## config.mk

```make
export PLATFORM = sky130hd
export DESIGN_NAME = control_unit_fsm
export DESIGN_NICKNAME = d
export VERILOG_FILES = /design/src/rtl/cu_pkg.sv /design/src/rtl/mem_wait_timer.sv /design/src/rtl/control_unit_fsm.sv
export SDC_FILE = /design/constraint.sdc
export NUM_CORES = 1
export LEC_CHECK = 0
export CORE_MARGIN = 3
export CORE_UTILIZATION = 40
export DETAILED_ROUTE_END_ITERATION = 12
export PLACE_DENSITY_LB_ADDON = 0.3
export SETUP_SLACK_MARGIN = 0.05
export SYNTH_ARGS = -nofsm -noshare
export SYNTH_HDL_FRONTEND = slang
export SYNTH_SLANG_ARGS = --single-unit
```

## constraint.sdc

```tcl
create_clock -name clk -period 3.4 [get_ports clk]
set_input_delay 0.85 -clock clk [delete_from_list [all_inputs] [get_ports clk]]
set_output_delay 0.85 -clock clk [all_outputs]
set_load 0.03 [all_outputs]
```

## src/rtl/cu_pkg.sv

```systemverilog
// Shared encodings for the multi-cycle control unit: states, opcodes, datapath select codes.
// ctrl_of() gives the Moore control word of a state. The gated FETCH writes are applied in the top.
package cu_pkg;

  typedef enum logic [3:0] {
    ST_IDLE   = 4'd0,
    ST_FETCH  = 4'd1,
    ST_DECODE = 4'd2,
    ST_EXEC_R = 4'd3,
    ST_WB_R   = 4'd4,
    ST_ADDR   = 4'd5,
    ST_MEM_LW = 4'd6,
    ST_WB_LW  = 4'd7,
    ST_MEM_SW = 4'd8,
    ST_BRANCH = 4'd9,
    ST_JUMP   = 4'd10,
    ST_HALT   = 4'd11
  } state_e;

  localparam logic [3:0] OP_ADD  = 4'h0;
  localparam logic [3:0] OP_SUB  = 4'h1;
  localparam logic [3:0] OP_AND  = 4'h2;
  localparam logic [3:0] OP_OR   = 4'h3;
  localparam logic [3:0] OP_LW   = 4'h4;
  localparam logic [3:0] OP_SW   = 4'h5;
  localparam logic [3:0] OP_BEQ  = 4'h6;
  localparam logic [3:0] OP_J    = 4'h7;
  localparam logic [3:0] OP_HALT = 4'hF;

  localparam logic [2:0] ALU_ADD = 3'b000;
  localparam logic [2:0] ALU_SUB = 3'b001;
  localparam logic [2:0] ALU_AND = 3'b010;
  localparam logic [2:0] ALU_OR  = 3'b011;

  localparam logic [1:0] PCS_ALU    = 2'b00;
  localparam logic [1:0] PCS_ALUOUT = 2'b01;
  localparam logic [1:0] PCS_JUMP   = 2'b10;

  localparam logic [1:0] SRCB_B    = 2'b00;
  localparam logic [1:0] SRCB_ONE  = 2'b01;
  localparam logic [1:0] SRCB_OFFS = 2'b10;

  typedef struct packed {
    logic       pc_write;
    logic       pc_write_cond;
    logic [1:0] pc_source;
    logic       iord;
    logic       mem_read;
    logic       mem_write;
    logic       alu_src_a;
    logic [1:0] alu_src_b;
    logic [2:0] alu_op;
    logic       reg_dst_write;
    logic       reg_write;
    logic       mem_to_reg;
  } ctrl_t;

  function automatic ctrl_t ctrl_of(input state_e s, input logic [2:0] alu_fn);
    ctrl_t c;
    c = '0;
    case (s)
      ST_FETCH: begin
        c.mem_read  = 1'b1;
        c.alu_src_b = SRCB_ONE;
        c.alu_op    = ALU_ADD;
        c.pc_source = PCS_ALU;
      end
      ST_DECODE: begin
        c.alu_src_b = SRCB_OFFS;
        c.alu_op    = ALU_ADD;
      end
      ST_EXEC_R: begin
        c.alu_src_a = 1'b1;
        c.alu_src_b = SRCB_B;
        c.alu_op    = alu_fn;
      end
      ST_WB_R: begin
        c.reg_write     = 1'b1;
        c.reg_dst_write = 1'b1;
      end
      ST_ADDR: begin
        c.alu_src_a = 1'b1;
        c.alu_src_b = SRCB_OFFS;
        c.alu_op    = ALU_ADD;
      end
      ST_MEM_LW: begin
        c.mem_read = 1'b1;
        c.iord     = 1'b1;
      end
      ST_WB_LW: begin
        c.reg_write  = 1'b1;
        c.mem_to_reg = 1'b1;
      end
      ST_MEM_SW: begin
        c.mem_write = 1'b1;
        c.iord      = 1'b1;
      end
      ST_BRANCH: begin
        c.alu_src_a     = 1'b1;
        c.alu_src_b     = SRCB_B;
        c.alu_op        = ALU_SUB;
        c.pc_write_cond = 1'b1;
        c.pc_source     = PCS_ALUOUT;
      end
      ST_JUMP: begin
        c.pc_write  = 1'b1;
        c.pc_source = PCS_JUMP;
      end
      default: ;
    endcase
    return c;
  endfunction

endpackage

```

## src/rtl/mem_wait_timer.sv

```systemverilog
// Counts consecutive not-ready memory cycles. timeout is combinational and flags the MEM_TIMEOUT-th stall.
// clear has priority over enable. The count saturates at the timeout point.
module mem_wait_timer #(
  parameter int MEM_TIMEOUT = 15
) (
  input  logic clk,
  input  logic rst,
  input  logic enable,
  input  logic clear,
  output logic timeout
);

  localparam int CNT_W = $clog2(MEM_TIMEOUT + 1);

  logic [CNT_W-1:0] cnt_q;

  assign timeout = enable && (cnt_q == CNT_W'(MEM_TIMEOUT - 1));

  always_ff @(posedge clk or negedge rst) begin
    if (!rst) begin
      cnt_q <= '0;
    end else if (clear) begin
      cnt_q <= '0;
    end else if (enable && !timeout) begin
      cnt_q <= cnt_q + CNT_W'(1);
    end
  end

endmodule

```

## src/rtl/control_unit_fsm.sv

```systemverilog
// Multi-cycle main control FSM. Controls are registered from the next state, so they line up with O_State.
// FETCH IR/PC writes wait on I_MemReady. A stalled memory access halts the core after MEM_TIMEOUT cycles.
module control_unit_fsm
  import cu_pkg::*;
#(
  parameter int OPCODE_W    = 4,
  parameter int MEM_TIMEOUT = 15
) (
  input  logic                clk,
  input  logic                rst,
  input  logic [OPCODE_W-1:0] I_Opcode,
  input  logic                I_Zero,
  input  logic                I_MemReady,
  output logic                C_PCWrite,
  output logic                C_PCWriteCond,
  output logic [1:0]          C_PCSource,
  output logic                C_IorD,
  output logic                C_MemRead,
  output logic                C_MemWrite,
  output logic                C_IRWrite,
  output logic                C_ALUSrcA,
  output logic [1:0]          C_ALUSrcB,
  output logic [2:0]          C_ALUOp,
  output logic                C_RegDstWrite,
  output logic                C_RegWrite,
  output logic                C_MemToReg,
  output logic [3:0]          O_State,
  output logic                O_Halted,
  output logic                O_Error
);

  state_e     state_q, state_d;
  logic [3:0] op_q, op_d;
  ctrl_t      ctrl_q;
  logic       halted_q, err_q;
  logic       mem_st, timeout, opc_fetch;
  logic [3:0] opc;
  logic       zero_unused;

  // The zero flag qualifies C_PCWriteCond in the datapath. It is not consumed here.
  assign zero_unused = I_Zero;
  assign opc         = 4'(I_Opcode);
  assign mem_st      = (state_q == ST_FETCH) || (state_q == ST_MEM_LW) || (state_q == ST_MEM_SW);

  mem_wait_timer #(.MEM_TIMEOUT(MEM_TIMEOUT)) u_timer (
    .clk     (clk),
    .rst     (rst),
    .enable  (mem_st && !I_MemReady),
    .clear   (I_MemReady || (state_d != state_q)),
    .timeout (timeout)
  );

  always_comb begin
    state_d = state_q;
    op_d    = op_q;
    case (state_q)
      ST_IDLE:   state_d = ST_FETCH;
      ST_FETCH:  if (I_MemReady) state_d = ST_DECODE; else if (timeout) state_d = ST_HALT;
      ST_DECODE: begin
        op_d = opc;
        case (opc)
          OP_ADD, OP_SUB, OP_AND, OP_OR: state_d = ST_EXEC_R;
          OP_LW, OP_SW:                  state_d = ST_ADDR;
          OP_BEQ:                        state_d = ST_BRANCH;
          OP_J:                          state_d = ST_JUMP;
          OP_HALT:                       state_d = ST_HALT;
          default:                       state_d = ST_FETCH;
        endcase
      end
      ST_EXEC_R: state_d = ST_WB_R;
      ST_WB_R:   state_d = ST_FETCH;
      ST_ADDR:   state_d = (op_q == OP_LW) ? ST_MEM_LW : ST_MEM_SW;
      ST_MEM_LW: if (I_MemReady) state_d = ST_WB_LW; else if (timeout) state_d = ST_HALT;
      ST_WB_LW:  state_d = ST_FETCH;
      ST_MEM_SW: if (I_MemReady) state_d = ST_FETCH; else if (timeout) state_d = ST_HALT;
      ST_BRANCH: state_d = ST_FETCH;
      ST_JUMP:   state_d = ST_FETCH;
      ST_HALT:   state_d = ST_HALT;
      default:   state_d = ST_IDLE;
    endcase
  end

  always_ff @(posedge clk or negedge rst) begin
    if (!rst) begin
      state_q  <= ST_IDLE;
      op_q     <= '0;
      ctrl_q   <= '0;
      halted_q <= 1'b0;
      err_q    <= 1'b0;
    end else begin
      state_q  <= state_d;
      op_q     <= op_d;
      ctrl_q   <= ctrl_of(state_d, op_d[2:0]);
      halted_q <= (state_d == ST_HALT);
      if (timeout) err_q <= 1'b1;
    end
  end

  assign opc_fetch     = (state_q == ST_FETCH) && I_MemReady;
  assign C_PCWrite     = ctrl_q.pc_write || opc_fetch;
  assign C_IRWrite     = opc_fetch;
  assign C_PCWriteCond = ctrl_q.pc_write_cond;
  assign C_PCSource    = ctrl_q.pc_source;
  assign C_IorD        = ctrl_q.iord;
  assign C_MemRead     = ctrl_q.mem_read;
  assign C_MemWrite    = ctrl_q.mem_write;
  assign C_ALUSrcA     = ctrl_q.alu_src_a;
  assign C_ALUSrcB     = ctrl_q.alu_src_b;
  assign C_ALUOp       = ctrl_q.alu_op;
  assign C_RegDstWrite = ctrl_q.reg_dst_write;
  assign C_RegWrite    = ctrl_q.reg_write;
  assign C_MemToReg    = ctrl_q.mem_to_reg;
  assign O_State       = state_q;
  assign O_Halted      = halted_q;
  assign O_Error       = err_q;

endmodule

```

## Word level (Yosys, flattened, before mapping)

Memories as Yosys holds them, arrays and structs flattened.
Cells that the tools add are included.

- Divide/modulo/power cells: 0
- Multiply operators: 0
- Add/sub/neg operators: 1
- Reduce and logical (&&, ||, !) cells: 18
- Shift operators: 0
- Equality and inequality tests: 25
- Order comparisons: 0
- Muxes and demuxes: 20
- Bitwise gates (word level): 0

Operators with widths:

| kind | count |
|---|---|
| equality test 4 x 3 -> 1 bit, second input constant | 9 |
| equality test 4 bit, second input constant | 9 |
| one-hot mux 4 bit (8 select lines) | 1 |
| 2-to-1 mux 4 bit | 7 |
| one-hot mux 5 bit (4 select lines) | 1 |
| equality test 4 x 2 -> 1 bit, second input constant | 4 |
| 2-to-1 mux 1 bit | 9 |
| equality test 4 x 1 -> 1 bit, second input constant | 2 |
| OR reduction 2 bit | 4 |
| OR reduction 5 bit | 1 |
| adder 4 x 1 -> 4 bit, second input constant | 1 |
| logical AND 1 bit | 4 |
| zero test 4 bit | 1 |
| logical OR 1 bit | 4 |
| inequality test 4 bit | 1 |
| one-hot mux 2 bit (2 select lines) | 1 |
| 2-to-1 mux 3 bit | 1 |
| OR reduction 3 bit | 1 |
| zero test 1 bit | 2 |
| nonzero test 2 bit | 1 |

- Word-level logic and storage cells: 83
- Register bits: 30
- Memories: 1
- Output and inout bits: 23
- Memory bits (writable): 0
- Bits in latches: 0
- ROM bits: 64
- Bits of input ports: 8

Memories:

| memory | words | bits a word | read ports | clocked after memory_dff | write ports | line | RTL |
|---|---|---|---|---|---|---|---|
| (name not given) | 16 | 4 | 1 | 0 | 0 | control_unit_fsm.sv:61 | `case (opc)` |

## Longest topological paths before layout

- Word-level depth: 11
- Depth in mapped cells: 9
- Depth with buffers taken out: 8

## Cells and area by module

From an unflattened synthesis, not the netlist that was laid out.

- Cells, all modules: 161
- Area total of the unflattened synthesis: 1582.8 µm²

By module, submodules not included:

| module | seq. area each (µm²) | area an instance (µm²) | cells each | instances |
|---|---|---|---|---|
| control_unit_fsm | 625.6 | 1328.8 | 137 | 1 |
| mem_wait_timer | 100.1 | 254.0 | 24 | 1 |

## Least setup slack after synthesis

No wires, ideal clock.

- Kind: input port to output port
- From: input port I_MemReady
- To: output port C_PCWrite
- Buffers on the path: 1
- Arrival: 2.588 ns
- Path slack: -0.038 ns
- Data required time: 2.550 ns
- Stages on the path: 6
- Path through: or3_1 o32a_1 and3_1 buf_6 nor4_4 or2_1

- Word-level cells in the longest chain between the ends: 2

RTL lines:

| what | line | RTL |
|---|---|---|
| start, declared | control_unit_fsm.sv:13 | `input logic I_MemReady,` |
| logical AND 1 bit | control_unit_fsm.sv:99 | `assign opc_fetch = (state_q == ST_FETCH) && I_MemReady;` |
| via C_IRWrite | control_unit_fsm.sv:20 | `output logic C_IRWrite,` |
| logical OR 1 bit | control_unit_fsm.sv:100 | `assign C_PCWrite = ctrl_q.pc_write \|\| opc_fetch;` |
| end, declared | control_unit_fsm.sv:14 | `output logic C_PCWrite,` |

The timed path passes the listed nets, and every way through them passes these cells.

## Worst setup path in the final report

- From: input port I_MemReady
- To: output port C_PCWrite

- Word-level cells in the longest chain between the ends: 2

RTL lines:

| what | line |
|---|---|
| logical AND 1 bit | control_unit_fsm.sv:99 |
| logical OR 1 bit | control_unit_fsm.sv:100 |

No other way between the ends.

==> impl_metrics.tcl <==
set metrics [dict create \
    placed_cells 242 \
    grt_use_total 0.171 \
    synth_ff_type "dfrtp_1" \
    drc 0 \
    firstDrtPassIters 4 \
    fin_nets 214 \
    grt_pass1_vias 1312 \
    htree_levels 2 \
    die_area_um2 4740 \
    leakagePower_nw 0.972 \
    max_cap_viol_count 0 \
    path_max_fanout 3 \
    vdd_drop_max_v 0.000568 \
    syn_area_um2 1580 \
    switching_share 0.429 \
    drive_gt1_frac 0.259 \
    status "complete, no violations" \
    min-delay-start "O_Error" \
    wire_per_inst_um 14.0 \
    stdcell_count 253 \
    seq_area_frac_synth 0.459 \
    syn_area_per_cell_um2 10.1 \
    yosysWarnings 0 \
    period_needed_ns 3.24 \
    rrSetupSlack_ns 1.09 \
    place_hpwl_mm 2.56 \
    max_stage_delay_ns 0.36 \
    r2r-end "u_timer.cnt_q[3]" \
    vias_per_cell 5.30 \
    grt_max_degree 30 \
    worstRegToRegCells 6 \
    mostFrequentLayoutCells "28 x dfrtp_1, 24 x buf_4, 22 x clkdlybuf4s50_1" \
    io_pins 31 \
    ctsHoldBuffers 0 \
    cts_tree "yes" \
    antenna_found_initial 0 \
    wl_mm 3.54 \
    place.gp.congestion 0.983 \
    synth.distinct_cells 51 \
    cts_buffers 5 \
    coreArea_um2 3740 \
    ys_top_cells_by_area "dfrtp_1 46%, nand2_1 4.8%, buf_4 4.3%" \
    drv_slew 0 \
    criticalPathCategory "in2out" \
    powerDensity_nw_per_um2 900 \
    skew_ns 0.00261 \
    synth_top_area_share 0.459 \
    whs_path_depth 1 \
    synth.largest_area_cell "dfrtp_1" \
    cts_sinks 29 \
    vias 1342 \
    row_count 22 \
    p_seq_frac 0.277 \
    rsz0062_at_grt "false" \
    end_kind "output pin" \
    clock_power_share 0.139 \
    start_util 0.422 \
    crit_arrival_ns 2.39 \
    synth-seq-cells 29 \
    final_common_cell "dfrtp_1" \
    die_h_um 68.9 \
    setup_viol 0 \
    final_cell_area_um2 2120 \
    p_int_mw 1.09 \
    fmax_mhz 309 \
    final_hold_viol_count 0 \
    die_x_um 68.9 \
    path_delay_family "simple AND/OR/NAND/NOR gates" \
    hold_path.class "reg2reg" \
    synthesis.nets 167 \
    p_sw_mw 0.817 \
    p_comb_frac 0.584 \
    clk_latency_ns 0.28 \
    grt_pass1_wl_mm 5.92 \
    startpoint_type "input pin" \
    crit_chain "clkbuf_2 -> or3_4 -> o32a_1 -> and3_4 -> nor4_4 -> or2_4 -> buf_6" \
    path_clk_slew_ns 0.06 \
    min_to "O_Error" \
    final_antenna_net_count 0 \
    cp_num_buf_inv 2 \
    dpl_cell_area_um2 1990 \
    globalRoute.totalOverflow 0 \
    synth_cells 157 \
    synth_edf_count 0 \
    crit_slowest_cell "o32a_1" \
    crit_required_ns 2.55 \
    pre_cts_ws_ns -0.171 \
    area_delta_synth_final_pct 33.9 \
    cp-startpoint "I_MemReady" \
    cts_root_buf "clkbuf_8" \
    io_buffers 29 \
    rr_startpoint "O_State[2]" \
    insertedDiodeCount 0 \
    cts_buffer_depth 2 \
    worst_slack_ns 0.159 \
    first_iter_violations 73 \
    finalCritPeriodShare 0.953 \
    synthArstFlopShare 1.00 \
]
-- worst max path at each step --
stage               cells past startpoint        end
detailed placement                      7  C_IRWrite
floorplan                               6  C_PCWrite
finish                                  7  C_PCWrite
global placement                        7  C_IRWrite
global route                            9  C_PCWrite
CTS                                     7  C_PCWrite
-- Yosys cell counts, types with 3 or more instances --
master,count
a21oi_1,5
and3_1,3
buf_2,3
buf_4,9
dfrtp_1,29
inv_1,5
nand2_1,20
nand2b_1,3
nand3_1,4
nor2_1,10
nor2b_1,4
nor3_1,6
nor3b_1,3
o21ai_0,3
-- flip-flops by register name (all words and copies together) (netlist names), 2 cells and up --
name / cells
C_ALUOp: 3
C_ALUSrcB: 2
O_State: 4
op_q: 4
u_timer.cnt_q: 4
-- logic make-up (layout without fill, tap and decap cells) --
kind of cell / Yosys count / in the layout / synth area share
and+or+nand+nor: 76 / 76 / 0.299
other: 1 / 1 / 0.00237
xor gates and xnor gates: 4 / 4 / 0.0222
AOI/OAI and AO/OA: 25 / 25 / 0.121
buffers and inverters: 19 / 67 / 0.0744
adders and majority gates: 2 / 2 / 0.0158
DFF: 29 / 29 / 0.459
muxes: 1 / 1 / 0.00633
-- layer usage --
metal / routed length (um) / vias up / track usage / part of all wire
met2: 1630 / 49 / 0.251 / 0.46
met5: 0 / - / 0 / 0
met3: 247 / 8 / 0.0470 / 0.070
met1: 1580 / 636 / 0.226 / 0.45
met4: 82 / 0 / 0.0973 / 0.023
li1: - / 649 / - / -
-- power by group through the flow --
stage / Sequential [mW] / Clock (mW) / Combinational (mW)
4_1_cts: 0.526 / 0.273 / 1.11
6_report: 0.528 / 0.266 / 1.11
5_1_grt: 0.544 / 0.289 / 1.21
2_1_floorplan: 0.606 / 0 / 0.647
3_5_place_dp: 0.531 / 0 / 1.05
3_3_place_gp: 0.523 / 0 / 1.03
-- per-stage QoR --
step | util | total power [mW] | TNS (ns) | hold slack [ns]
floorplan | - | 1.25 | 0 | 0.437
global placement | 0.532 | 1.56 | -0.314 | 0.453
detailed placement | 0.532 | 1.58 | -0.341 | 0.462
CTS | 0.562 | 1.90 | 0 | 0.475
global route | 0.565 | 2.04 | 0 | 0.510
finish | 0.565 | 1.90 | 0 | 0.480
-- layout make-up --
cell class | count | area (um2)
well taps | 48 | 60.1
flip-flops and latches | 29 | 727
clock inverters | 2 | 10.0
fillers | 328 | 1630
repair buffers | 53 | 463
inverters | 6 | 23.8
clock buffers | 6 | 72.6
multi-input cells | 109 | 759
-- what timing repair did --
| item | 4_1_cts | 5_1_grt |
|---|---|---|
| gates resized for setup | 9 | 5 |
| pin swaps | 6 | 6 |
| setup buffers | 2 | 1 |
| setup endpoints to repair | 2 | 2 |
Note: power is estimated with default switching activity, not from simulation.
==> patch 1: new RTL, config.mk and constraints unchanged <==
`MEM_TIMEOUT` is set to 15 in 2 places; all go to 16.
--- a/src/rtl/mem_wait_timer.sv
+++ b/src/rtl/mem_wait_timer.sv
@@ -1,7 +1,7 @@
 // Counts consecutive not-ready memory cycles. timeout is combinational and flags the MEM_TIMEOUT-th stall.
 // clear has priority over enable. The count saturates at the timeout point.
 module mem_wait_timer #(
-  parameter int MEM_TIMEOUT = 15
+  parameter int MEM_TIMEOUT = 16
 ) (
   input  logic clk,
   input  logic rst,
--- a/src/rtl/control_unit_fsm.sv
+++ b/src/rtl/control_unit_fsm.sv
@@ -4,7 +4,7 @@
   import cu_pkg::*;
 #(
   parameter int OPCODE_W    = 4,
-  parameter int MEM_TIMEOUT = 15
+  parameter int MEM_TIMEOUT = 16
 ) (
   input  logic                clk,
   input  logic                rst,
Check against the original RTL: same outputs for any inputs over 10 cycles, from zero or initial values and one cycle with rst low; that may be too few to reach the edited logic, so the function may still have changed.
==> patch 1 against the original RTL <==
  * Wire length rose by 4.1%
  * Worst setup slack got worse by 11 ps
  * Sequential power rose by 9.3%
  * Synthesized area rose by 0.95%
  * Global-route usage fell by 0.72 points
  * Sequential cell count rose by 1
  * Power rose by 3.0%
  * Design area rose by 0.83%
  * Critical path depth did not move
==> patch 1: results (changes against the original RTL) <==
The met1 usage is 19.2% (was 22.6%). Top post-synthesis cells by area: dfrtp_1 47%, mux2_2 3.5%, buf_4 3.3% (was dfrtp_1 46%, nand2_1 4.8%, buf_4 4.3%). The final-layout non-clock buffer area share is 21.2% (was 21.9%). The fraction of power consumed by the clock network was 13.7% (was 13.9%).

The number of cells in the design after placement was 233 (was 242). The number of cells on the worst reg-to-reg path came out at 9 (was 6). The post-cts repair resize count is 5 (was 9). The average detailed-routed wire length per instance is 15.1 um (was 14.0 um). Data on the critical path arrives at its endpoint at 2400 ps.

The met3 layer usage reported by global route is 5.54% (was 4.70%). The via count of the first global-routing pass came out at 1380 (was 1312). The standard cell area after detailed placement came out at 0.00198 mm2 (was 0.00199 mm2). The post-CTS setup-driven buffer insertion count is 2 (unchanged).

The share of total power in combinational logic is 56.9% (was 58.4%). The number of distinct library cells after synthesis is 48 (was 51). The number of standard cells in the final layout excluding fillers came out at 245 (was 253). The number of nets with antenna violations after routing is 0 (unchanged).

Outcome: completed (unchanged). The met2 usage is 26.5% (was 25.1%). The sequential-to-total area share from yosys stat came out at 47.1% (was 45.9%).

The internal power summed over all cells was 0.00110 W (was 0.00109 W). The total number of multi-input combinational cells is 105 (was 109). The initial antenna violation count came out at 0 (unchanged). The peak fanout along the critical path came out at 6 (was 3).

The final clock skew is 5.46 ps (was 2.61 ps). The count of clock-net buffers in the final layout is 6 (unchanged). The peak supply drop is 0.494 mV (was 0.568 mV). The hold slack is 469 ps (was 480 ps). The per-cell via count in the routed design came to 5.52 (was 5.30). The initial detailed-routing violation count came out at 122 (was 73).

The origin of the critical flop-to-flop path is u_timer.cnt_q[1] (was O_State[2]). The fraction of final layout cells sized beyond drive strength 1 came out at 24.4% (was 25.9%). The proportion of register bits with asynchronous set or reset after synthesis is 100% (unchanged). The total iterations of the first detailed-routing run is 4 (unchanged). The total power consumption of the routed design is 0.00196 W (was 0.00190 W).

The setup slack of the worst register-to-register path came out at 700 ps (was 1090 ps). The global placer's final weighted congestion is 0.752 (was 0.983). The total of fill cells in the finished design is 342 (was 328).

Most common library cells after synthesis: 30 x dfrtp_1, 8 x nor2_1, 7 x buf_4 (was 29 x dfrtp_1, 20 x nand2_1, 10 x nor2_1, 9 x buf_4, 6 x nor3_1). The static power due to leakage came out at 0.929 nW (was 0.972 nW). The largest net degree at the start of global routing came out at 31 (was 30).

The number of buffers outside the clock class in the layout came out at 50 (was 53). The wire length of the first global-routing pass is 6320 um (was 5920 um). The area of the multi-input gates is 764 um2 (was 759 um2). The per-instance average area after synthesis was 10.3 um2 (was 10.1 um2). The worst setup path startpoint is I_Opcode[2] (was I_MemReady). The final instance area came out at 0.00213 mm2 (was 0.00212 mm2). The fraction of area in registers is 35.2% (was 34.4%). The proportion of cell area spent on the clock network came out at 3.87% (was 3.90%). The detailed placer's ending HPWL came out at 2720 um (was 2560 um). The net count of the mapped netlist was 165 (was 167). The net count of the finished layout is 208 (was 214). The antenna diode count is 0 (unchanged). The overall track demand over capacity in global routing is 16.4% (was 17.1%). The placement-stage worst setup slack came out at -50.0 ps (was -171 ps).
## patch 1: per-layer routing
metal	wire, um	up-vias
met4	83	0
met2	1810	34
met5	0	-
li1	-	647
met1	1610	660
met3	189	11
## patch 1: worst max-delay path, stage by stage
cell and delay, ps:
clkdlybuf4s50_1 560, and3_1 170, o21ai_0 100, nand4_1 150
nand4_1 240, o21bai_4 190, buf_6 150
## patch 1: cell families (layout without fill, tap and decap cells)
group,after synthesis,in the layout,synth area share (%)
flops,30,30,47.1
compound gates,36,36,16.6
other cells,1,1,0.235
mux,6,6,4.16
fa+ha+maj,2,2,1.57
buf+inv,20,62,6.43
xor+xnor,3,3,1.65
simple gates,57,57,22.3
## patch 1: worst max path at each step
stage	end	slack, ps	cells past startpoint
after floorplan	C_PCWrite	60	9
after global placement	C_PCWrite	-9	7
after detailed placement	C_PCWrite	-50	8
after CTS	C_PCWrite	80	10
after global routing	C_PCWrite	50	10
final	C_PCWrite	150	7
==> patch 2: new RTL, same settings <==
Made on the original files. Take the reset off `op_q` and load it in a clocked block of its own.
--- a/src/rtl/control_unit_fsm.sv
+++ b/src/rtl/control_unit_fsm.sv
@@ -83,17 +83,19 @@
   always_ff @(posedge clk or negedge rst) begin
     if (!rst) begin
       state_q  <= ST_IDLE;
-      op_q     <= '0;
       ctrl_q   <= '0;
       halted_q <= 1'b0;
       err_q    <= 1'b0;
     end else begin
       state_q  <= state_d;
-      op_q     <= op_d;
       ctrl_q   <= ctrl_of(state_d, op_d[2:0]);
       halted_q <= (state_d == ST_HALT);
       if (timeout) err_q <= 1'b1;
     end
+  end
+
+  always_ff @(posedge clk) begin
+    op_q <= op_d;
   end
 
   assign opc_fetch     = (state_q == ST_FETCH) && I_MemReady;
Behaviour: same outputs for any inputs over 10 cycles, from zero or initial values and one cycle with rst low; that may be too few to reach the edited logic, so the function may still have changed.
==> patch 2 against the original RTL <==
  * Count of clock-buffer cells in the layout unchanged
  * Critical endpoint unchanged
  * Worst setup slack lost 12 ps
  * Wire length grew 3.4%
  * Clock skew is 1.8 ps higher
  * Synthesized area decreased by 2.4%
  * Design area shrank 0.89%
  * Sequential cell count stayed put
Power is not compared: it rests on default switching activity, and its combinational part moved more than twofold at a synthesized area within 25%.
==> patch 2: results (changes against the original RTL) <==
Outcome: completed (unchanged). The worst-case clock buffer depth was 2 (unchanged). The met2 usage is 28.6% (was 25.1%). The number of distinct library cells after synthesis is 58 (was 51). The largest stage delay on the critical path is 280 ps (was 360 ps). The routed length on met2 came out at 1830 um (was 1630 um). The proportion of register bits with asynchronous set or reset after synthesis is 86.2% (was 100%). The final wirelength is 3660 um (was 3540 um). The initial detailed-routing violation count is 69 (was 73). The global placer's final weighted congestion is 0.781 (was 0.983). The clock root buffer master is clkbuf_8 (unchanged). The total of fill cells in the finished design came out at 300 (was 328). The antenna diode count is 0 (unchanged). The master of the slowest instance on the critical path is nor4b_4 (was o32a_1). The number of synthesized flops with an enable pin was 1 (was 0). The via count of the first global-routing pass came out at 1260 (was 1312). The wire length of the first global-routing pass was 6050 um (was 5920 um). The met3 layer usage reported by global route came out at 5.42% (was 4.70%). The met1 usage came out at 22.6% (about the same). Top post-synthesis cells by area: dfrtp_1 41%, dfxtp_1 3.9%, buf_4 3.4% (was dfrtp_1 46%, nand2_1 4.8%, buf_4 4.3%). The fraction of final layout cells sized beyond drive strength 1 came to 27.5% (was 25.9%). The per-cell via count in the routed design was 5.36 (was 5.30). The xor-xnor portion of the synthesized cell area was 2.27% (was 2.22%). The detailed-route wire length on metal 1 came out at 1600 um (was 1580 um). The area share of fa/ha/maj cells after synthesis came out at 1.62% (was 1.58%). The net count of the mapped netlist came out at 155 (was 167). The compound-cell area share of the yosys netlist is 15.1% (was 12.1%). The number of cells in the design after placement is 228 (was 242).

The overall track demand over capacity in global routing came to 17.9% (was 17.1%). The length of routed met3 wiring came out at 196 um (was 247 um). The detailed placer's ending HPWL is 2640 um (was 2560 um). The total iterations of the first detailed-routing run is 4 (unchanged). The number of standard cells after synthesis is 145 (was 157).

Most common library cells after synthesis: 25 x dfrtp_1, 9 x nand2_1, 9 x nor2_1, 7 x buf_4, 6 x nor3_1 (was 29 x dfrtp_1, 20 x nand2_1, 10 x nor2_1, 9 x buf_4, 6 x nor3_1). The largest net degree at the start of global routing is 26 (was 30). The net count of the finished layout is 202 (was 214). The placement-stage worst setup slack is -170 ps (was -171 ps). The post-synthesis mux area share came out at 3.49% (was 0.633%). The number of standard cells in the final layout excluding fillers is 239 (was 253). The sequential-to-total area share from yosys stat came out at 46.4% (was 45.9%). The floorplan core area came out at 0.00352 mm2 (was 0.00374 mm2). The final clock skew is 4.42 ps (was 2.61 ps).
patch 2: changes by cell type after synthesis, sizes merged, moves of 3 or more:
cell   unedited run  this run
dfxtp             0         3
dfrtp            29        25
mux2              0         3
nand2            20        10
nor4              3         0
patch 2: critical path: cells and delay by family:
kind / cells / cell delay (ps)
and+or+nand+nor: 4 / 880
AOI/OAI and AO/OA: 1 / 230
buffers and inverters: 3 / 440
patch 2: final timing paths:
check                           start             to  slack [ps]  depth (start not counted)
max in group asynchronous         rst     C_RegWrite        2220                          2
min in group asynchronous         rst  C_PCWriteCond         930                          2
max reg2reg                O_State[0]     C_ALUOp[0]        1180                          7
max                        I_MemReady      C_PCWrite         150                          8
min                           O_Error        O_Error         480                          1
min reg2reg                   O_Error        O_Error         480                          1
patch 2: final cells by class:
type                    count  share of cell area, %
well taps                  46                   2.74
clock buffers               6                   3.46
multi-input cells          98                   36.1
inverters                   6                   1.31
flip-flops and latches     29                   34.1
repair buffers             52                   21.8
clock inverters             2                  0.477
patch 2: cell families (layout without fill, tap and decap cells):
family,Yosys count,in the layout
multiplexers,5,5
other,1,1
adder cells (fa/ha/maj),2,2
AO/OA/AOI/OAI,28,28
flip-flops,29,29
buffers and inverters,18,66
XOR/XNOR,4,4
AND/OR/NAND/NOR,58,58
patch 2: timing repair:
item,CTS,global route
hold buffers,0,0
resized for setup,9,7
setup endpoints to repair,2,2
buffers inserted,3,0
pin swaps,6,4
patch 2: per-stage QoR:
| step | instance area (um2) | hold WS (ps) | setup TNS (ps) |
|---|---|---|---|
| floorplan | 1550 | 449 | 0 |
| global placement | 1970 | 453 | -265 |
| detailed placement | 1970 | 474 | -334 |
| CTS | 2090 | 488 | 0 |
| global route | 2100 | 506 | 0 |
| finish | 2100 | 480 | 0 |
